<file path="src/rtl/intersection_pkg.sv">
// Shared types for the intersection phase scheduler: phase encoding,
// lamp bundle and the phase-to-lamp decode used by the top level.
package intersection_pkg;

    typedef enum logic [2:0] {
        NS_GREEN  = 3'd0,
        NS_YELLOW = 3'd1,
        NS_CLEAR  = 3'd2,
        EW_GREEN  = 3'd3,
        EW_YELLOW = 3'd4,
        EW_CLEAR  = 3'd5,
        WALK      = 3'd6
    } phase_e;

    typedef struct packed {
        logic green;
        logic yellow;
        logic red;
    } lamp_t;

    localparam lamp_t LAMP_GREEN  = '{green: 1'b1, yellow: 1'b0, red: 1'b0};
    localparam lamp_t LAMP_YELLOW = '{green: 1'b0, yellow: 1'b1, red: 1'b0};
    localparam lamp_t LAMP_RED    = '{green: 1'b0, yellow: 1'b0, red: 1'b1};

    // NS head shows its own green/yellow only in NS phases; red otherwise.
    function automatic lamp_t ns_lamp(input phase_e p);
        lamp_t l;
        case (p)
            NS_GREEN:  l = LAMP_GREEN;
            NS_YELLOW: l = LAMP_YELLOW;
            default:   l = LAMP_RED;
        endcase
        return l;
    endfunction

    // EW head mirrors the NS decode.
    function automatic lamp_t ew_lamp(input phase_e p);
        lamp_t l;
        case (p)
            EW_GREEN:  l = LAMP_GREEN;
            EW_YELLOW: l = LAMP_YELLOW;
            default:   l = LAMP_RED;
        endcase
        return l;
    endfunction

endpackage

</file>
<file path="src/rtl/intersection_phase_scheduler_phase_timer.sv">
// Phase timer: clears on request, counts up once per cycle and holds at a
// caller-supplied saturation value so it can never wrap. 'done' flags that
// the count has reached a caller-supplied compare value.
module phase_timer #(
    parameter int CNT_W = 6
) (
    input  logic             clk,
    input  logic             rst,
    input  logic             clear,
    input  logic [CNT_W-1:0] sat_val,
    input  logic [CNT_W-1:0] done_val,
    output logic [CNT_W-1:0] count,
    output logic             done
);

    // Count register: reset/clear to zero, otherwise climb until saturated.
    always_ff @(posedge clk) begin
        if (rst || clear) begin
            count <= '0;
        end else if (count != sat_val) begin
            count <= count + CNT_W'(1);
        end
    end

    assign done = (count == done_val);

endmodule

</file>
<file path="src/rtl/intersection_phase_scheduler.sv">
// Two-road intersection phase scheduler (NS / EW approaches).
// Green -> yellow -> all-red sequencing with minimum green, gap-out and
// max-out. Optional pedestrian walk phase is enabled by defining the macro
// PED_WALK_EN; without it the ped ports do not exist and WALK is unreachable.
module intersection_phase_scheduler
    import intersection_pkg::*;
#(
    parameter int GREEN_MIN = 8,
    parameter int GREEN_MAX = 32,
    parameter int YELLOW_T  = 4,
    parameter int ALLRED_T  = 2,
    parameter int CNT_W     = 6,
    parameter int WALK_T    = 6
) (
    input  logic       clk,
    input  logic       rst,
    input  logic       ns_req,
    input  logic       ew_req,
    output logic       ns_green,
    output logic       ns_yellow,
    output logic       ns_red,
    output logic       ew_green,
    output logic       ew_yellow,
    output logic       ew_red,
    output logic [2:0] phase
`ifdef PED_WALK_EN
    ,
    input  logic       ped_req,
    output logic       ped_walk
`endif
);

    localparam int MAX_T_A = (GREEN_MAX > YELLOW_T) ? GREEN_MAX : YELLOW_T;
    localparam int MAX_T_B = (ALLRED_T > WALK_T) ? ALLRED_T : WALK_T;
    localparam int MAX_T   = (MAX_T_A > MAX_T_B) ? MAX_T_A : MAX_T_B;

    if (GREEN_MIN < 1) begin : g_chk_green_min
        $error("GREEN_MIN must be >= 1");
    end
    if (GREEN_MAX < GREEN_MIN) begin : g_chk_green_max
        $error("GREEN_MAX must be >= GREEN_MIN");
    end
    if (YELLOW_T < 1 || ALLRED_T < 1 || WALK_T < 1) begin : g_chk_times
        $error("YELLOW_T, ALLRED_T and WALK_T must be >= 1");
    end
    if (CNT_W < 1 || (MAX_T - 1) >= (1 << CNT_W)) begin : g_chk_cnt_w
        $error("CNT_W too narrow for the longest phase");
    end

    localparam logic [CNT_W-1:0] GMIN_M1 = CNT_W'(GREEN_MIN - 1);
    localparam logic [CNT_W-1:0] GMAX_M1 = CNT_W'(GREEN_MAX - 1);
    localparam logic [CNT_W-1:0] YEL_M1  = CNT_W'(YELLOW_T - 1);
    localparam logic [CNT_W-1:0] AR_M1   = CNT_W'(ALLRED_T - 1);
    localparam logic [CNT_W-1:0] WALK_M1 = CNT_W'(WALK_T - 1);

    phase_e           state;
    phase_e           next_state;
    logic [CNT_W-1:0] timer;
    logic [CNT_W-1:0] sat_val;
    logic [CNT_W-1:0] done_val;
    logic             timer_done;
    logic             ns_call;
    logic             ew_call;
    logic             ped_pending;
    logic             walk_to_ew;
    lamp_t            ns_l;
    lamp_t            ew_l;

    phase_timer #(
        .CNT_W(CNT_W)
    ) u_timer (
        .clk     (clk),
        .rst     (rst),
        .clear   (next_state != state),
        .sat_val (sat_val),
        .done_val(done_val),
        .count   (timer),
        .done    (timer_done)
    );

`ifdef PED_WALK_EN
    logic ped_call;
    logic walk_dir;

    // Pedestrian call latch and the green to resume after WALK.
    always_ff @(posedge clk) begin
        if (rst) begin
            ped_call <= 1'b0;
            walk_dir <= 1'b0;
        end else begin
            if (next_state == WALK && state != WALK) begin
                ped_call <= 1'b0;
                walk_dir <= (state == NS_CLEAR);
            end else if (ped_req) begin
                ped_call <= 1'b1;
            end
        end
    end

    assign ped_pending = ped_call;
    assign walk_to_ew  = walk_dir;
    assign ped_walk    = (state == WALK);
`else
    assign ped_pending = 1'b0;
    assign walk_to_ew  = 1'b0;
`endif

    // State register.
    always_ff @(posedge clk) begin
        if (rst) begin
            state <= NS_GREEN;
        end else begin
            state <= next_state;
        end
    end

    // Next-state rules plus the timer's saturation and expiry values per phase.
    always_comb begin
        next_state = state;
        sat_val    = GMAX_M1;
        done_val   = GMAX_M1;
        case (state)
            NS_GREEN: begin
                if (timer >= GMIN_M1 && (ew_call || ped_pending) && (!ns_req || timer_done)) begin
                    next_state = NS_YELLOW;
                end
            end
            NS_YELLOW: begin
                sat_val  = YEL_M1;
                done_val = YEL_M1;
                if (timer_done) next_state = NS_CLEAR;
            end
            NS_CLEAR: begin
                sat_val  = AR_M1;
                done_val = AR_M1;
                if (timer_done) next_state = ped_pending ? WALK : EW_GREEN;
            end
            EW_GREEN: begin
                if (timer >= GMIN_M1 && (ns_call || ped_pending) && (!ew_req || timer_done)) begin
                    next_state = EW_YELLOW;
                end
            end
            EW_YELLOW: begin
                sat_val  = YEL_M1;
                done_val = YEL_M1;
                if (timer_done) next_state = EW_CLEAR;
            end
            EW_CLEAR: begin
                sat_val  = AR_M1;
                done_val = AR_M1;
                if (timer_done) next_state = ped_pending ? WALK : NS_GREEN;
            end
            WALK: begin
                sat_val  = WALK_M1;
                done_val = WALK_M1;
                if (timer_done) next_state = walk_to_ew ? EW_GREEN : NS_GREEN;
            end
            default: begin
                next_state = NS_GREEN;
            end
        endcase
    end

    // Vehicle call latches; entering an approach's green serves its call.
    always_ff @(posedge clk) begin
        if (rst) begin
            ns_call <= 1'b0;
            ew_call <= 1'b0;
        end else begin
            if (next_state == NS_GREEN && state != NS_GREEN) begin
                ns_call <= 1'b0;
            end else if (ns_req) begin
                ns_call <= 1'b1;
            end
            if (next_state == EW_GREEN && state != EW_GREEN) begin
                ew_call <= 1'b0;
            end else if (ew_req) begin
                ew_call <= 1'b1;
            end
        end
    end

    assign ns_l      = ns_lamp(state);
    assign ew_l      = ew_lamp(state);
    assign ns_green  = ns_l.green;
    assign ns_yellow = ns_l.yellow;
    assign ns_red    = ns_l.red;
    assign ew_green  = ew_l.green;
    assign ew_yellow = ew_l.yellow;
    assign ew_red    = ew_l.red;
    assign phase     = state;

endmodule

</file>
<file path="config.mk">
export PLATFORM = sky130hd
export DESIGN_NAME = intersection_phase_scheduler
export DESIGN_NICKNAME = d
export VERILOG_FILES = /design/src/rtl/intersection_pkg.sv /design/src/rtl/intersection_phase_scheduler_phase_timer.sv /design/src/rtl/intersection_phase_scheduler.sv
export SDC_FILE = /design/constraint.sdc
export NUM_CORES = 1
export LEC_CHECK = 0
export CAP_MARGIN = 25
export CORE_ASPECT_RATIO = 0.9
export CORE_MARGIN = 2
export CORE_UTILIZATION = 52
export CTS_CLUSTER_SIZE = 40
export DETAILED_ROUTE_END_ITERATION = 8
export PLACE_DENSITY = 0.77
export SETUP_SLACK_MARGIN = 0.02
export SYNTH_ARGS = -nofsm -noshare
export SYNTH_HDL_FRONTEND = slang
export SYNTH_SLANG_ARGS = --single-unit
</file>
<file path="constraint.sdc">
create_clock -name clk -period 2.5 [get_ports clk]
set_input_delay 0.5 -clock clk [delete_from_list [all_inputs] [get_ports clk]]
set_output_delay 0.5 -clock clk [all_outputs]
set_load 0.03 [all_outputs]
</file>
---- Word level (Yosys, flattened, before mapping) ----
Cells that the tools add are included.
storage, ports and cells
  bits in writable memories ............... 0
  memory bits (read-only) ................. 0
  input port bits ......................... 4
  memories ................................ 0
  latch bits .............................. 0
  flip-flop bits (word level) ............. 11
  output and inout port bits .............. 9
cells by class
  magnitude comparators ................... 1
  $mul .................................... 0
  multiplexer cells ....................... 10
  reductions and logical operators ........ 19
  eq/ne operators ......................... 11
  bitwise gates (word level) .............. 0
  add/sub/neg operators ................... 1
  div/mod/pow operators ................... 0
  shift operators ......................... 0
operators with widths
  cell                 number
  $mux 3               6
  $pmux 3 s6           1
  $pmux 5 s3           1
  $pmux 3 s2           2
  $reduce_or 2->1      5
  $eq 3x2->1 const B   3
  $eq 3x3->1 const B   3
  $add 6x1->6 const B  1
  $eq 6x5->1           1
  $ge 6x3->1 const B   1
  $logic_and 1x1->1    6
  $logic_not 3->1      2
  $ne 6x5->1           1
  $eq 3x1->1 const B   1
  $logic_or 1x1->1     3
  $ne 3x2->1 const B   1
  $ne 3x3->1           1
  $reduce_bool 3->1    1
  $logic_not 1->1      2

---- Depth between registers and ports, before layout ----
Gate-level depths: netlist of run 1.
  word-level depth ........................ 11
  gate-level depth with buffers ........... 7

---- Modules after synthesis ----
A second synthesis of run 1 with hierarchy kept.
second synthesis, totals
  cells, all modules ...................... 119
  area, all modules ....................... 947.2 um2
by module, submodules not included
  module                        times used  area an instance (um2)  cells an instance
  phase_timer                   1           533.0                   64
  intersection_phase_scheduler  1           414.1                   55

---- Least setup slack after synthesis of run 1 ----
OpenSTA, ideal clock, no wires.
  path kind ............................... register to output
  start ................................... register state[0], in the netlist phase[0]
  end ..................................... output port ew_red
  path buffers ............................ 1
  slack ................................... 401 ps
  arrival time ............................ 1599 ps
  stages on the path, launching flop included .. 5
  cells stage by stage .................... dfxtp_1 > buf_2 > nor2_1 > and2_1 > nor2_1
between the ends
  cells in the longest elaborated chain, start to end .. 2
ends and longest elaborated chain
  what                                             line                                 source
  from (decl)                                      intersection_phase_scheduler.sv:56   phase_e state;
  from (signal assigned)                           intersection_phase_scheduler.sv:113  state <= next_state;
  $eq 3x3->1 / $eq 3x2->1 (equally long branches)  intersection_pkg.sv:39               case (p)
  $pmux 3 s2 (*)                                   intersection_pkg.sv:39
  to (decl)                                        intersection_phase_scheduler.sv:24   output logic ew_red,
Every way passes the cells marked *; elsewhere a longest branch is shown, timed or not.

---- Worst setup path in the final report of run 1 ----
  start ................................... register state[2], in the netlist phase[2]
  end ..................................... output port ns_green
between the ends
  cells in the longest elaborated chain, start to end .. 2
ends and longest elaborated chain
  what                                                  line                                source
  $eq 3x1->1 / $logic_not 3->1 (equally long branches)  intersection_pkg.sv:28              case (p)
  $pmux 3 s2 (*)                                        intersection_pkg.sv:28
  to (decl)                                             intersection_phase_scheduler.sv:19  output logic ns_green,
Marked as above.

==> metrics.md, run 1 <==
| Metric | Value |
|---|---|
| Status | complete, no violations |
| Proportion of netlist area held by the largest area contributor | 24.93% |
| Worst-path clk slew | 70 ps |
| Busiest grt layer | met1 |
| Pwr dens | 423.0 mW/mm^2 |
| Synth Instances | 109 |
| Post-DP HPWL | 1519 um |
| 1st-iter DRT viols | 35 |
| Area Overhead vs Synth | 16.86% |
| GRT overflow | 0 |
| Net Sw Frac | 32.36% |
| Sequential share of the synthesized area | 24.93% |
| Avg Cell Area, Syn | 8.104 um^2 |
| Top cells by area, synth | dfxtp_1 (25%), nor2_1 (4.7%), a21oi_1 (4.5%) |
| Setup Skew | 8.480 ps |
| Gate power share | 25.1% |
| Cell internal pwr | 0.2954 mW |
| Fin crit share | 94.66% |
| Die W | 47.45 um |
| HP Class | register to register |
| Post-layout min period | 2366 ps |
| Synth cell types | 46 |
| Initial core utilization | 54.22% |
| Critical path required time | 2000 ps |
| Slew headroom | 57.64% |
| CTS tree | done |
| Ys flop type | dfxtp_1 |
| CP arrival | 1870 ps |
| Initial antenna violation count | 0 |
| Global routing met3 resource utilization | 7.234% |
| # rows | 14 |
| Clock Sink Count | 11 |
| Hold-fix buffers at CTS | 0 |
| CP Cell Sequence | or3_4 > clkinv_2 > clkdlybuf4s50_1 |
| Core area | 0.001629 mm^2 |
| Largest net degree at the start of global routing | 16 |
| Setup TNS | 0 ps |
| Max Cap Viol | 0 |
| Final nets | 126 |
| Post-synth EDFFs | 0 |
| Met2 GRT Util | 29.73% |
| DRC Markers | 0 |
| Later-pin clock latency in the skew report | 270 ps |
| RSZ-0062 raised after global routing | false |
| Clock Tree Root | clkbuf_4 |
| Worst R2R Path Depth | 6 |
| Post-Route WL | 2108 um |
| # diodes | 0 |
| Crit end category | output pin |
| DP Worst Slack | 291.3 ps |
| Die area | 0.002045 mm^2 |
| Post-synth ARST share | 0% |
| Leak | 0.3562 nW |
| Die height | 43.10 um |
| Vias in the first global route | 738 |
| Mapped cell area | 883.3 um^2 |
| H-tree lvl count | 1 |
| Gpl congestion | 0.9162 |
| Seq pwr share | 47.1% |
| F_max | 422.6 MHz |
| CTS Buffer Depth | 2 |
| Max stage delay on crit path | 660 ps |
| First-pass GRT wire length | 3374 um |
| VDD IR-drop max | 269.7 uV |
| Remaining antenna violation count | 0 |
| Cell family with most CP delay | buffers and inverters |
| Worst Setup Path Type | register to output pin |
| Yosys reg bits | 11 |
| Share of cells above drive strength 1 | 15.83% |
| Drt first pass iters | 4 |
| Final setup vio count | 0 |
| Crit-path slowest cell | clkdlybuf4s50_1 |
| Hold Vio Cnt, Final | 0 |
| Setup ws final | 133.6 ps |
| Hold Crit Depth | 2 |
| Area leader, netlist | dfxtp_1 |
| Post-CTS Setup Inserts | 0 |
| Switch Pwr | 0.1413 mW |
| Post-CTS Resized | 1 |
| Slew Viols, Final | 0 |
| Clock power frac | 27.8% |
| Via/cell ratio | 6.125 |
| Via count | 882 |
| Crit start category | register |
| Total track usage | 23.26% |
| Worst Tran Pin Value | 619.4 ps |
| Buf/Inv on CP | 2 |
| Total CTS buffers | 3 |
| Buffers on Ports | 12 |
| R2R Setup Slk | 300 ps |
| Critical path depth | 3 |
| Yosys warns | 0 |
| M1 GR Usage | 34.45% |
| # IOs | 13 |
| Critical path fanouts, max | 13 |
| Post-Syn Nets | 114 |
| WL/cell | 14.64 um |
==> logic make-up after synthesis <==
kind of cell               after synthesis  synth area share (%)
AOI/OAI and AO/OA                       32                 28.90
xor gates and xnor gates                 3                 2.975
adders and majority gates                1                 1.416
buffers and inverters                   12                 7.506
DFF                                     11                 24.93
muxes                                    4                 4.816
and+or+nand+nor                         46                 29.46
==> sequential cells by signal, summed over array words and instances, names as in the netlist <==
name	cells
ew_call	1
u_timer.count	6
phase	3
ns_call	1
==> cells in the final DEF (no fill, tap or decap), types with 2 or more instances in the layout <==
cell type,netlist,final
clkbuf_4,0,3
buf_4,0,2
nor2_1,11,11
o31ai_1,2,2
nand2_1,9,9
inv_1,4,4
nor3_1,5,5
and3_1,2,2
dfxtp_2,0,3
a221oi_1,2,2
mux2_2,2,2
nand4b_1,2,2
clkdlybuf4s50_1,0,12
dfxtp_1,11,8
nand3_1,3,3
mux2i_1,2,2
a21oi_1,8,8
o21ai_0,6,6
and2_1,2,2
xnor2_1,2,2
a2111oi_0,2,2
a31oi_1,2,2
==> final cells by class <==
| type | count | area (um^2) |
|---|---|---|
| multi-input combinational | 86 | 596.8 |
| fill | 129 | 596.8 |
| sequential | 11 | 224.0 |
| timing repair buffer | 14 | 135.1 |
| tap | 24 | 30.03 |
| clock buffer | 4 | 26.28 |
| inverter | 5 | 20.02 |
==> tightest hold or removal path: cells and delay by family (launching register included) <==
family | cells | cell delay, ps
AO/OA/AOI/OAI | 1 | 60
flip-flops | 1 | 350
AND/OR/NAND/NOR | 1 | 90
==> power groups by stage <==
stage	clock network [mW]	logic [mW]	registers, mW
after global routing	0.136	0.120	0.208
after floorplan	0	0.0853	0.199
after detailed placement	0	0.107	0.208
after global placement	0	0.107	0.208
final	0.121	0.110	0.206
after CTS	0.126	0.109	0.205
==> routing by layer <==
| metal | share of wire [%] | routed length, um |
|---|---|---|
| met5 | 0 | 0 |
| met4 | 1.5 | 31 |
| met3 | 7.4 | 156 |
| met2 | 44 | 927 |
| met1 | 47 | 992 |
==> synthesized netlist by cell type, types with 2 or more instances <==
master and instances:
o31ai_1 2, a221oi_1 2, nand2_1 9, mux2i_1 2, nand3_1 3, dfxtp_1 11
a2111oi_0 2, mux2_2 2, nor3_1 5, and2_1 2, buf_6 2, xnor2_1 2
inv_1 4, nand4b_1 2, nor2_1 11, a31oi_1 2, a21oi_1 8, o21ai_0 6
and3_1 2, buf_2 4
==> final timing paths <==
check | startpoint | to
setup reg to reg | u_timer.count[1]$_SDFFE_PP0N_ | u_timer.count[0]$_SDFFE_PP0N_
setup / recovery | phase[2]$_SDFF_PP0_ | ns_green
hold / removal | ns_call$_SDFFE_PP0P_ | phase[2]$_SDFF_PP0_
hold reg to reg | ns_call$_SDFFE_PP0P_ | phase[2]$_SDFF_PP0_
==> per-stage QoR <==
stage	area [um^2]	util [%]	total power, mW	hold WS, ps	cells
final	1032	63.36	0.4367	534.3	144
after floorplan	883.3	-	0.2840	478.3	109
after global routing	1032	63.36	0.4633	541.8	144
after global placement	1002	61.52	0.3152	526.8	140
after detailed placement	1002	61.52	0.3155	529.1	140
after CTS	1030	63.21	0.4403	536.0	144
(Power assumes the default switching activity.)
==> run 2: changes to the inputs <==
--- a/config.mk
+++ b/config.mk
@@ -5,12 +5,12 @@
 export SDC_FILE = /design/constraint.sdc
 export NUM_CORES = 1
 export LEC_CHECK = 0
-export CAP_MARGIN = 25
 export CORE_ASPECT_RATIO = 0.9
 export CORE_MARGIN = 2
 export CORE_UTILIZATION = 52
 export CTS_CLUSTER_SIZE = 40
 export DETAILED_ROUTE_END_ITERATION = 8
+export HOLD_SLACK_MARGIN = 0.06
 export PLACE_DENSITY = 0.77
 export SETUP_SLACK_MARGIN = 0.02
 export SYNTH_ARGS = -nofsm -noshare
==> constraint.sdc (replaced) <==
create_clock -name clk -period 2.6 [get_ports clk]
set_input_delay 0.52 -clock clk [delete_from_list [all_inputs] [get_ports clk]]
set_output_delay 0.52 -clock clk [all_outputs]
set_load 0.03 [all_outputs]
==> run 2 against run 1 <==
Core utilization is 0.61 points lower. Critical path depth increased by 1. Combinational power down 9%. Design area fell by 0.97%. Via count up 3.7%. Flip-flop and latch count did not move. Power decreased by 2.8%. First-iteration DRC count rose by 71%. Clock-buffer cell count stayed put. Cell count shrank 0.69%. Largest power group unchanged.
==> metrics.md, run 2 (synthesis results as in run 1) <==
| Metric | Value |
|---|---|
| RSZ-0062 raised after global routing | false (unchanged) |
| H-tree lvl count | 1 (unchanged) |
| Critical path fanouts, max | 13 (unchanged) |
| Die W | 47.45 um (unchanged) |
| Crit start category | register (unchanged) |
| Gpl congestion | 0.8868 (was 0.9162) |
| Critical path required time | 2080 ps (was 2000 ps) |
| Status | complete, no violations (unchanged) |
| Most frequent cells in the layout | clkdlybuf4s50_1 (12), nor2_1 (11), dfxtp_1 (10) (was clkdlybuf4s50_1 (12), nor2_1 (11), nand2_1 (9)) |
| First-pass GRT wire length | 3677 um (was 3374 um) |
| Die area | 0.002045 mm^2 (unchanged) |
| Top reg by flops | u_timer.count (unchanged) |
| Area Overhead vs Synth | 15.72% (was 16.86%) |
| Placed cells | 139 (was 140) |
| Hold-fix buffers at CTS | 0 (unchanged) |
| Fin crit share | 93.77% |
| Worst Tran Pin Value | 783.9 ps (was 619.4 ps) |
| Buffers on Ports | 12 (unchanged) |
| Slew headroom | 46.39% (was 57.64%) |
| Core area | 0.001629 mm^2 (unchanged) |
| Commonest non-fill, non-tap cell in the layout | clkdlybuf4s50_1 (unchanged) |
| Final setup vio count | 0 (unchanged) |
| Fill cells | 157 (was 129) |
| Initial core utilization | 54.22% (unchanged) |
| Vias in the first global route | 805 (was 738) |
| HP Class | register to register (unchanged) |
| Setup Skew | 4.828 ps (was 8.480 ps) |
| Fin cells | 143 (was 144) |
| Total CTS buffers | 3 (unchanged) |
| Remaining antenna violation count | 0 (unchanged) |
| Slew Viols, Final | 0 (unchanged) |
| Die height | 43.10 um (unchanged) |
| GRT overflow | 0 (unchanged) |
| Clock Tree Root | clkbuf_4 (unchanged) |
| CP arrival | 1920 ps (was 1870 ps) |
| Max Cap Viol | 0 (unchanged) |
| Total power | 0.4246 mW (was 0.4367 mW) |
| Setup TNS | 0 ps (unchanged) |
| WL/cell | 15.45 um (was 14.64 um) |
| Fin Hold WS | 554.3 ps (was 534.3 ps) |
| DRC Markers | 0 (unchanged) |
| Post-DP HPWL | 1649 um (was 1519 um) |
| Total track usage | 25.17% (was 23.26%) |
| CTS Buffer Depth | 2 (unchanged) |
| Largest net degree at the start of global routing | 16 (unchanged) |
| CTS tree | done (unchanged) |
| Post-Route WL | 2209 um (was 2108 um) |
| # IOs | 13 (unchanged) |
| Via count | 915 (was 882) |
| VDD IR-drop max | 329.7 uV (was 269.7 uV) |
| Crit end category | output pin (unchanged) |
| Share of cells above drive strength 1 | 13.45% (was 15.83%) |
| Leak | 0.3507 nW (was 0.3562 nW) |
| Final nets | 125 (was 126) |
| Clock Sink Count | 11 (unchanged) |
| Drt first pass iters | 4 (unchanged) |
| Via/cell ratio | 6.399 (was 6.125) |
| F_max | 410.2 MHz |
| Worst-path clk slew | 80 ps (was 70 ps) |
| Post-layout min period | 2438 ps |
| Pwr dens | 415.4 mW/mm^2 (was 423.0 mW/mm^2) |
| Initial antenna violation count | 0 (unchanged) |
| Hold Vio Cnt, Final | 0 (unchanged) |
| # rows | 14 (unchanged) |
| Max reg flops | 6 (unchanged) |
| Worst Setup Path Type | register to output pin (unchanged) |
| # diodes | 0 (unchanged) |
| Later-pin clock latency in the skew report | 280 ps (was 270 ps) |
| 1st-iter DRT viols | 60 (was 35) |
[run 2: changes by cell type in the layout (fill, tap and decap cells not counted)]
cell and change:
dfxtp_2 -2, dfxtp_1 +2, buf_4 -1
[run 2: final cells by class]
class / count / area, um^2 / share of cell area [%]
multi-input combinational: 86 / 596.8 / 58.38
sequential: 11 / 221.5 / 21.66
timing repair buffer: 13 / 127.6 / 12.48
tap: 24 / 30.03 / 2.938
clock buffer: 4 / 26.28 / 2.570
inverter: 5 / 20.02 / 1.958
[run 2: what timing repair did]
action | CTS | global route
setup buffers | 0 | 0
resized for setup | 0 | 1
endpoints found under the setup margin | 0 | 2
[run 2: critical path, stage by stage (launching register included)]
cell and delay (ps):
dfxtp_1 580, nor2_1 110, and2_1 180, nor2_1 90
clkdlybuf4s50_1 670
[run 2: where the power goes]
part	switching, mW	leakage (nW)	internal, mW
clock network	0.0668	0.0150	0.0597
logic	0.0565	0.245	0.0437
registers	0.0207	0.0904	0.177
[run 2: final timing paths]
kind	from	end	slack, ps	cells after the start
worst min-delay path	ns_call$_SDFFE_PP0P_	phase[2]$_SDFF_PP0_	550	2
worst max-delay path	phase[1]$_SDFF_PP0_	ew_red	160	4
worst max register to register	u_timer.count[1]$_SDFFE_PP0N_	phase[0]$_SDFF_PP0_	180	6
worst min register to register	ns_call$_SDFFE_PP0P_	phase[2]$_SDFF_PP0_	550	2
[run 2: per-layer routing]
layer	vias up	track usage, %	share of wire [%]
li1	429	-	-
met1	434	37.02	44
met2	48	34.05	45
met3	4	5.106	8.2
met4	0	11.67	2.2
met5	-	0	0
[run 2: stage by stage]
step	instance area [um^2]	setup WS [ps]	utilization (%)
after floorplan	883.3	481.4	-
after global placement	994.7	413.5	61.06
final	1022	162.1	62.75
after global routing	1022	31.49	62.75
after CTS	1021	41.47	62.67
after detailed placement	994.7	356.2	61.06
==> RTL change 1 (config.mk and constraints of run 2) <==
`CNT_W` is set to 6 in 2 places; all go to 5.
--- a/src/rtl/intersection_phase_scheduler_phase_timer.sv
+++ b/src/rtl/intersection_phase_scheduler_phase_timer.sv
@@ -4,3 +4,3 @@
 module phase_timer #(
-    parameter int CNT_W = 6
+    parameter int CNT_W = 5
 ) (
--- a/src/rtl/intersection_phase_scheduler.sv
+++ b/src/rtl/intersection_phase_scheduler.sv
@@ -11,3 +11,3 @@
     parameter int ALLRED_T  = 2,
-    parameter int CNT_W     = 6,
+    parameter int CNT_W     = 5,
     parameter int WALK_T    = 6
Check against the original RTL: same outputs for any inputs over 10 cycles, from zero or initial values and one cycle with rst high; that may be too few to reach the edited logic, so the function may still have changed.
==> RTL change 1 against run 2 <==
Cell area decreased by 6.6%. Sequential cell count decreased by 1. Count of clock-buffer cells in the layout unchanged. Worst setup slack got worse by 0.056 ns. First-iteration DRC count decreased by 30%. Sequential share of layout area decreased by 0.69 points. Wire length decreased by 8.4%. Synthesized area decreased by 11%. Critical path type unchanged. Largest cell class unchanged.
Power is not compared: it rests on default switching activity, and its combinational part moved more than twofold at a synthesized area within 25%.
==> RTL change 1: results (changes against run 2) <==
Run status
  • Status: finished clean

Min path
  • Min-Delay Endpoint: u_timer.count[0]
  • Hold path cells: 1 (-1)
  • Hold Path Origin: u_timer.count[0]
  • Worst Hold Class: register to register

STA
  • Skew final: 0.00170 ns (-0.00313 ns)
  • Slew @ Worst Pin: 0.448 ns (-0.336 ns)

Logic synthesis
  • Fraction of registers with async set or reset after synthesis: 0% (unchanged)
  • Top cells by count, synth: 13 x nor2_1, 10 x dfxtp_1, 9 x nand2_1
  • Seq/Total Area, Yosys: 25.5% (+0.59 points)
  • Synth Area in Adders: 1.59% (+0.18 points)
  • XOR/XNOR Fraction of Synth Area: 3.35% (+0.37 points)
  • Mux contribution to synthesized area: 1.28% (-3.5 points)
  • Post-synth cell types: 45 (-2.2%)
  • Area contributors post-synth: dfxtp_1 26%, nor2_1 6.2%, a21oi_1 5.1%, nand2_1 4.3%, a221oi_2 3.8%
  • Ys Warns: 0 (unchanged)
  • Synthesized net count: 106 (-7.0%)
  • Synth Area in Compound Gates: 34.9% (+6.0 points)

Drt
  • Vias: 829 (-9.4%)
  • Post-DRT Antenna Nets: 0 (unchanged)
  • Pre-antenna DRT Iters: 4 (unchanged)
  • WL per Instance: 15.7 um (+1.5%)
  • DRT iter0 DRCs: 42 (-30%)

Placed design
  • I/O Buffers: 12 (unchanged)
  • RePlAce Congestion: 0.889 (+0.19%)
  • HPWL after DPL: 1530 um (-7.4%)

Power and ir drop
  • Max VDD drop: roughly 0.71 mV
  • Leak: between 0.3 and 0.4 nW
  • Switching Share: 47.4%

Clock network
  • Clock tree buffer depth: 2 (unchanged)
  • Clock Latency Late Sink: 0.27 ns
  • Clock root cell: clkbuf_4
  • Number of CTS-inserted buffers: 3 (unchanged)
  • Clock-pin slew on the worst setup and hold paths: 0.07 ns
  • H-tree Lvls: 1 (unchanged)
  • Post-CTS Setup Inserts: 0 (unchanged)

Global routing
  • Vias in the first global route: 718 (-11%)
  • First-pass GRT wire length: 3180 um (-14%)
  • Initial antenna violation count: 0 (unchanged)
  • Largest net degree at the start of global routing: 13 (-3)
  • GRT Total Usage: 24.6% (-0.55 points)

Setup path
  • Worst Path Max Fanout: 10 (-3)
  • Critical R2R Capture: u_timer.count[2]
  • RR Startpoint: u_timer.count[1]
  • R2R Setup Slk: 0.47 ns (+0.29 ns)
  • Critical Path AT: 1.97 ns (+0.05 ns)
  • FF-to-FF path depth: 7 (+1)

Finish
  • Inserted Diodes: 0 (unchanged)
  • Largest Register: u_timer.count
  • Max FFs per register: 5 (-1)
  • Nets@finish: 120 (-4.0%)
  • Layout cells sized above 1: 16.7% (+3.2 points)
-- RTL change 1: changes by cell type after synthesis, sizes merged, moves of 2 or more --
cell | before | now
a2111oi | 2 | 0
a311oi | 2 | 0
a31oi | 2 | 4
mux2 | 2 | 0
nand4b | 2 | 0
nor3 | 5 | 3
o21ai | 7 | 5
-- RTL change 1: what timing repair did --
action	CTS	global route
hold buffers	0	0
setup endpoints to repair	2	0
gates resized for setup	1	0
-- RTL change 1: how the worst max path moves through the flow --
stage                             endpoint     start  slack [ns]  cells past startpoint
after global placement              ew_red  phase[2]        0.37                      5
after detailed placement         ew_yellow  phase[2]        0.30                      3
after CTS                        ew_yellow  phase[2]        0.13                      3
after floorplan           u_timer.count[4]  phase[1]        0.20                      7
after global routing                ew_red  phase[2]        0.03                      5
final                            ew_yellow  phase[2]        0.11                      3
-- RTL change 1: worst max-delay path, cell delays in order, from the launching register on --
cell and delay [ns]:
dfxtp_1 0.52, clkinv_2 0.21, nor3_2 0.27, clkdlybuf4s50_1 0.71
-- RTL change 1: cells by family (layout without fill, tap and decap cells) --
| kind of cell | Yosys count | after routing |
|---|---|---|
| and+or+nand+nor | 40 | 40 |
| AOI/OAI and AO/OA | 34 | 34 |
| buffers and inverters | 12 | 25 |
| DFF | 10 | 10 |
| xor gates and xnor gates | 3 | 3 |
| adders and majority gates | 1 | 1 |
| muxes | 1 | 1 |
-- RTL change 1: cell type report --
cell class | instances | area [um2]
Multi-Input combinational cell | 79 | 533
Fill cell | 126 | 477
Sequential cell | 10 | 200
Timing Repair Buffer | 15 | 143
Clock buffer | 4 | 36.3
Inverter | 6 | 23.8
Tap cell | 15 | 18.8
-- RTL change 1: power by group through the flow --
stage,Clock (mW),Combinational (mW),Sequential [mW]
after floorplan,0,0.397,0.247
after global placement,0,0.491,0.265
after detailed placement,0,0.504,0.270
after CTS,0.143,0.506,0.267
after global routing,0.156,0.554,0.277
final,0.143,0.512,0.269
-- RTL change 1: layer usage --
layer,track usage (%),part of all wire (%),up-vias,wire (um)
met3,8.37,7.6,4,153
met2,41.1,46,45,926
li1,-,-,402,-
met4,7.35,0.59,0,12
met5,0,0,-,0
met1,30.3,46,378,931
-- RTL change 1: through the flow --
stage / setup WS (ns) / hold slack (ns) / cells / instance area [um2]
6_report: 0.106 / 0.522 / 129 / 955
5_1_grt: 0.0315 / 0.534 / 129 / 955
4_1_cts: 0.128 / 0.511 / 129 / 955
3_5_place_dp: 0.298 / 0.496 / 125 / 917
3_3_place_gp: 0.368 / 0.490 / 125 / 917
2_1_floorplan: 0.205 / 0.462 / 101 / 790
==> RTL change 2 (settings of run 2) <==
Made on the original files. Register the outputs `ns_green`, `ns_yellow`, `ns_red`, `ew_green`, `ew_yellow` and `ew_red`, with the module's reset; this adds one clock of latency there. The other outputs are not delayed to match.
--- a/src/rtl/intersection_phase_scheduler.sv
+++ b/src/rtl/intersection_phase_scheduler.sv
@@ -184,8 +184,19 @@
     assign ew_l      = ew_lamp(state);
-    assign ns_green  = ns_l.green;
-    assign ns_yellow = ns_l.yellow;
-    assign ns_red    = ns_l.red;
-    assign ew_green  = ew_l.green;
-    assign ew_yellow = ew_l.yellow;
-    assign ew_red    = ew_l.red;
+    always_ff @(posedge clk) begin
+        if (rst) begin
+            ns_green  <= '0;
+            ns_yellow <= '0;
+            ns_red    <= '0;
+            ew_green  <= '0;
+            ew_yellow <= '0;
+            ew_red    <= '0;
+        end else begin
+            ns_green  <= ns_l.green;
+            ns_yellow <= ns_l.yellow;
+            ns_red    <= ns_l.red;
+            ew_green  <= ew_l.green;
+            ew_yellow <= ew_l.yellow;
+            ew_red    <= ew_l.red;
+        end
+    end
     assign phase     = state;
Behaviour: not the same (a bounded check fails within 4 cycles, from zero or initial values and one cycle with rst high).
==> RTL change 2 against run 2 <==
First-iteration DRC count shrank 35%. Register-to-register slack improved by 0.02 ns. Wire length decreased by 7.5%. Total power is 30% higher. Non-clock buffer count is 2 higher. Worst setup slack better by 0.039 ns. Synthesized cell count up 2.8%. Clock power rose by 13%. Synthesized area rose by 9.2%. Cell area increased by 9.4%. Utilization up 2.4 points. Sequential cell count up 6. Critical path type is now register to register. Critical endpoint is now phase[0]. Largest cell class unchanged. Largest power group unchanged.
==> RTL change 2: results (changes against run 2) <==
Clock network
  • Clock-pin slew on the worst setup and hold paths: 0.10 ns (+0.02 ns)

Global routing
  • Largest net degree at the start of global routing: 19 (+3)
  • GR Util met1: 31.0% (-6.0 points)
  • GRT Total Usage: 21.9% (-3.3 points)
  • Met2 Usage GRT: 33.8% (-0.27 points)
  • Vias in the first global route: 775 (-3.7%)
  • Global Route met3 Usage: 2.98% (-2.1 points)

Logic synthesis
  • Synth Area in Compound Gates: 26.2% (-2.7 points)
  • Synth Area in Adders: 1.30% (-0.12 points)
  • Mux contribution to synthesized area: 1.04% (-3.8 points)
  • Synthesized net count: 117 (+2.6%)
  • Top cells by count, synth: 17 x dfxtp_1, 12 x nand2_1, 10 x nor2_1
  • Seq/Total Area, Yosys: 35.3% (+10 points)
  • Cells after Synth: 112 (+2.8%)

Finish
  • Layout cells sized above 1: 11.4% (-2.1 points)

Power and ir drop
  • Leak: 0.438 nW (+25%)
  • Register share of total power: 52.2% (+5.6 points)
  • Switching Share: 30.3% (-3.6 points)
  • Power in the clock group: 0.142 mW (+13%)

Setup path
  • Critical Path End Type: register
  • Critical Path AT: 2.63 ns (+0.71 ns)
  • Worst Path Max Fanout: 10 (-3)

Min path
  • Hold path cells: 1 (-1)
  • Min-Delay Endpoint: u_timer.count[0]

STA
  • Worst Slack Setup Final: 0.201 ns (+0.0385 ns)
  • Slew @ Worst Pin: 0.506 ns (-0.278 ns)
  • Skew final: 0.00941 ns (+0.00459 ns)

Drt
  • M1 WL: 981 um (+0.10%)
  • DRT iter0 DRCs: 39 (-35%)
  • Met3 wire length: 100 um (-45%)

Placed design
  • RePlAce Congestion: 0.845 (-4.8%)
  • Placed cells: 143 (+2.9%)
  • HPWL after DPL: 1490 um (-9.5%)

Run status
  • Status: finished clean
==> RTL change 2: changes by cell type after synthesis, sizes merged, moves of 3 or more <==
cell / run 2 / this run
dfxtp: 11 / 17
a21boi: 0 / 3
o21ai: 7 / 2
nand2: 9 / 13
o2111ai: 0 / 3
clkbuf: 1 / 5
buf: 6 / 3
==> RTL change 2: final cells by class <==
cell class | count | area (um2)
Inverter | 3 | 11.3
Tap cell | 24 | 30.0
Clock inverter | 1 | 5.00
Timing Repair Buffer | 15 | 143
Sequential cell | 17 | 340
Multi-Input combinational cell | 84 | 567
Clock buffer | 3 | 22.5
Fill cell | 162 | 598
==> RTL change 2: worst max-delay path, cell delays in order, from the launching register on <==
cell and delay [ns]:
dfxtp_1 0.36, and2_4 0.17, or4_4 0.49, a2111oi_4 0.56, nand2_4 0.18, a2111o_1 0.42
a31oi_1 0.16
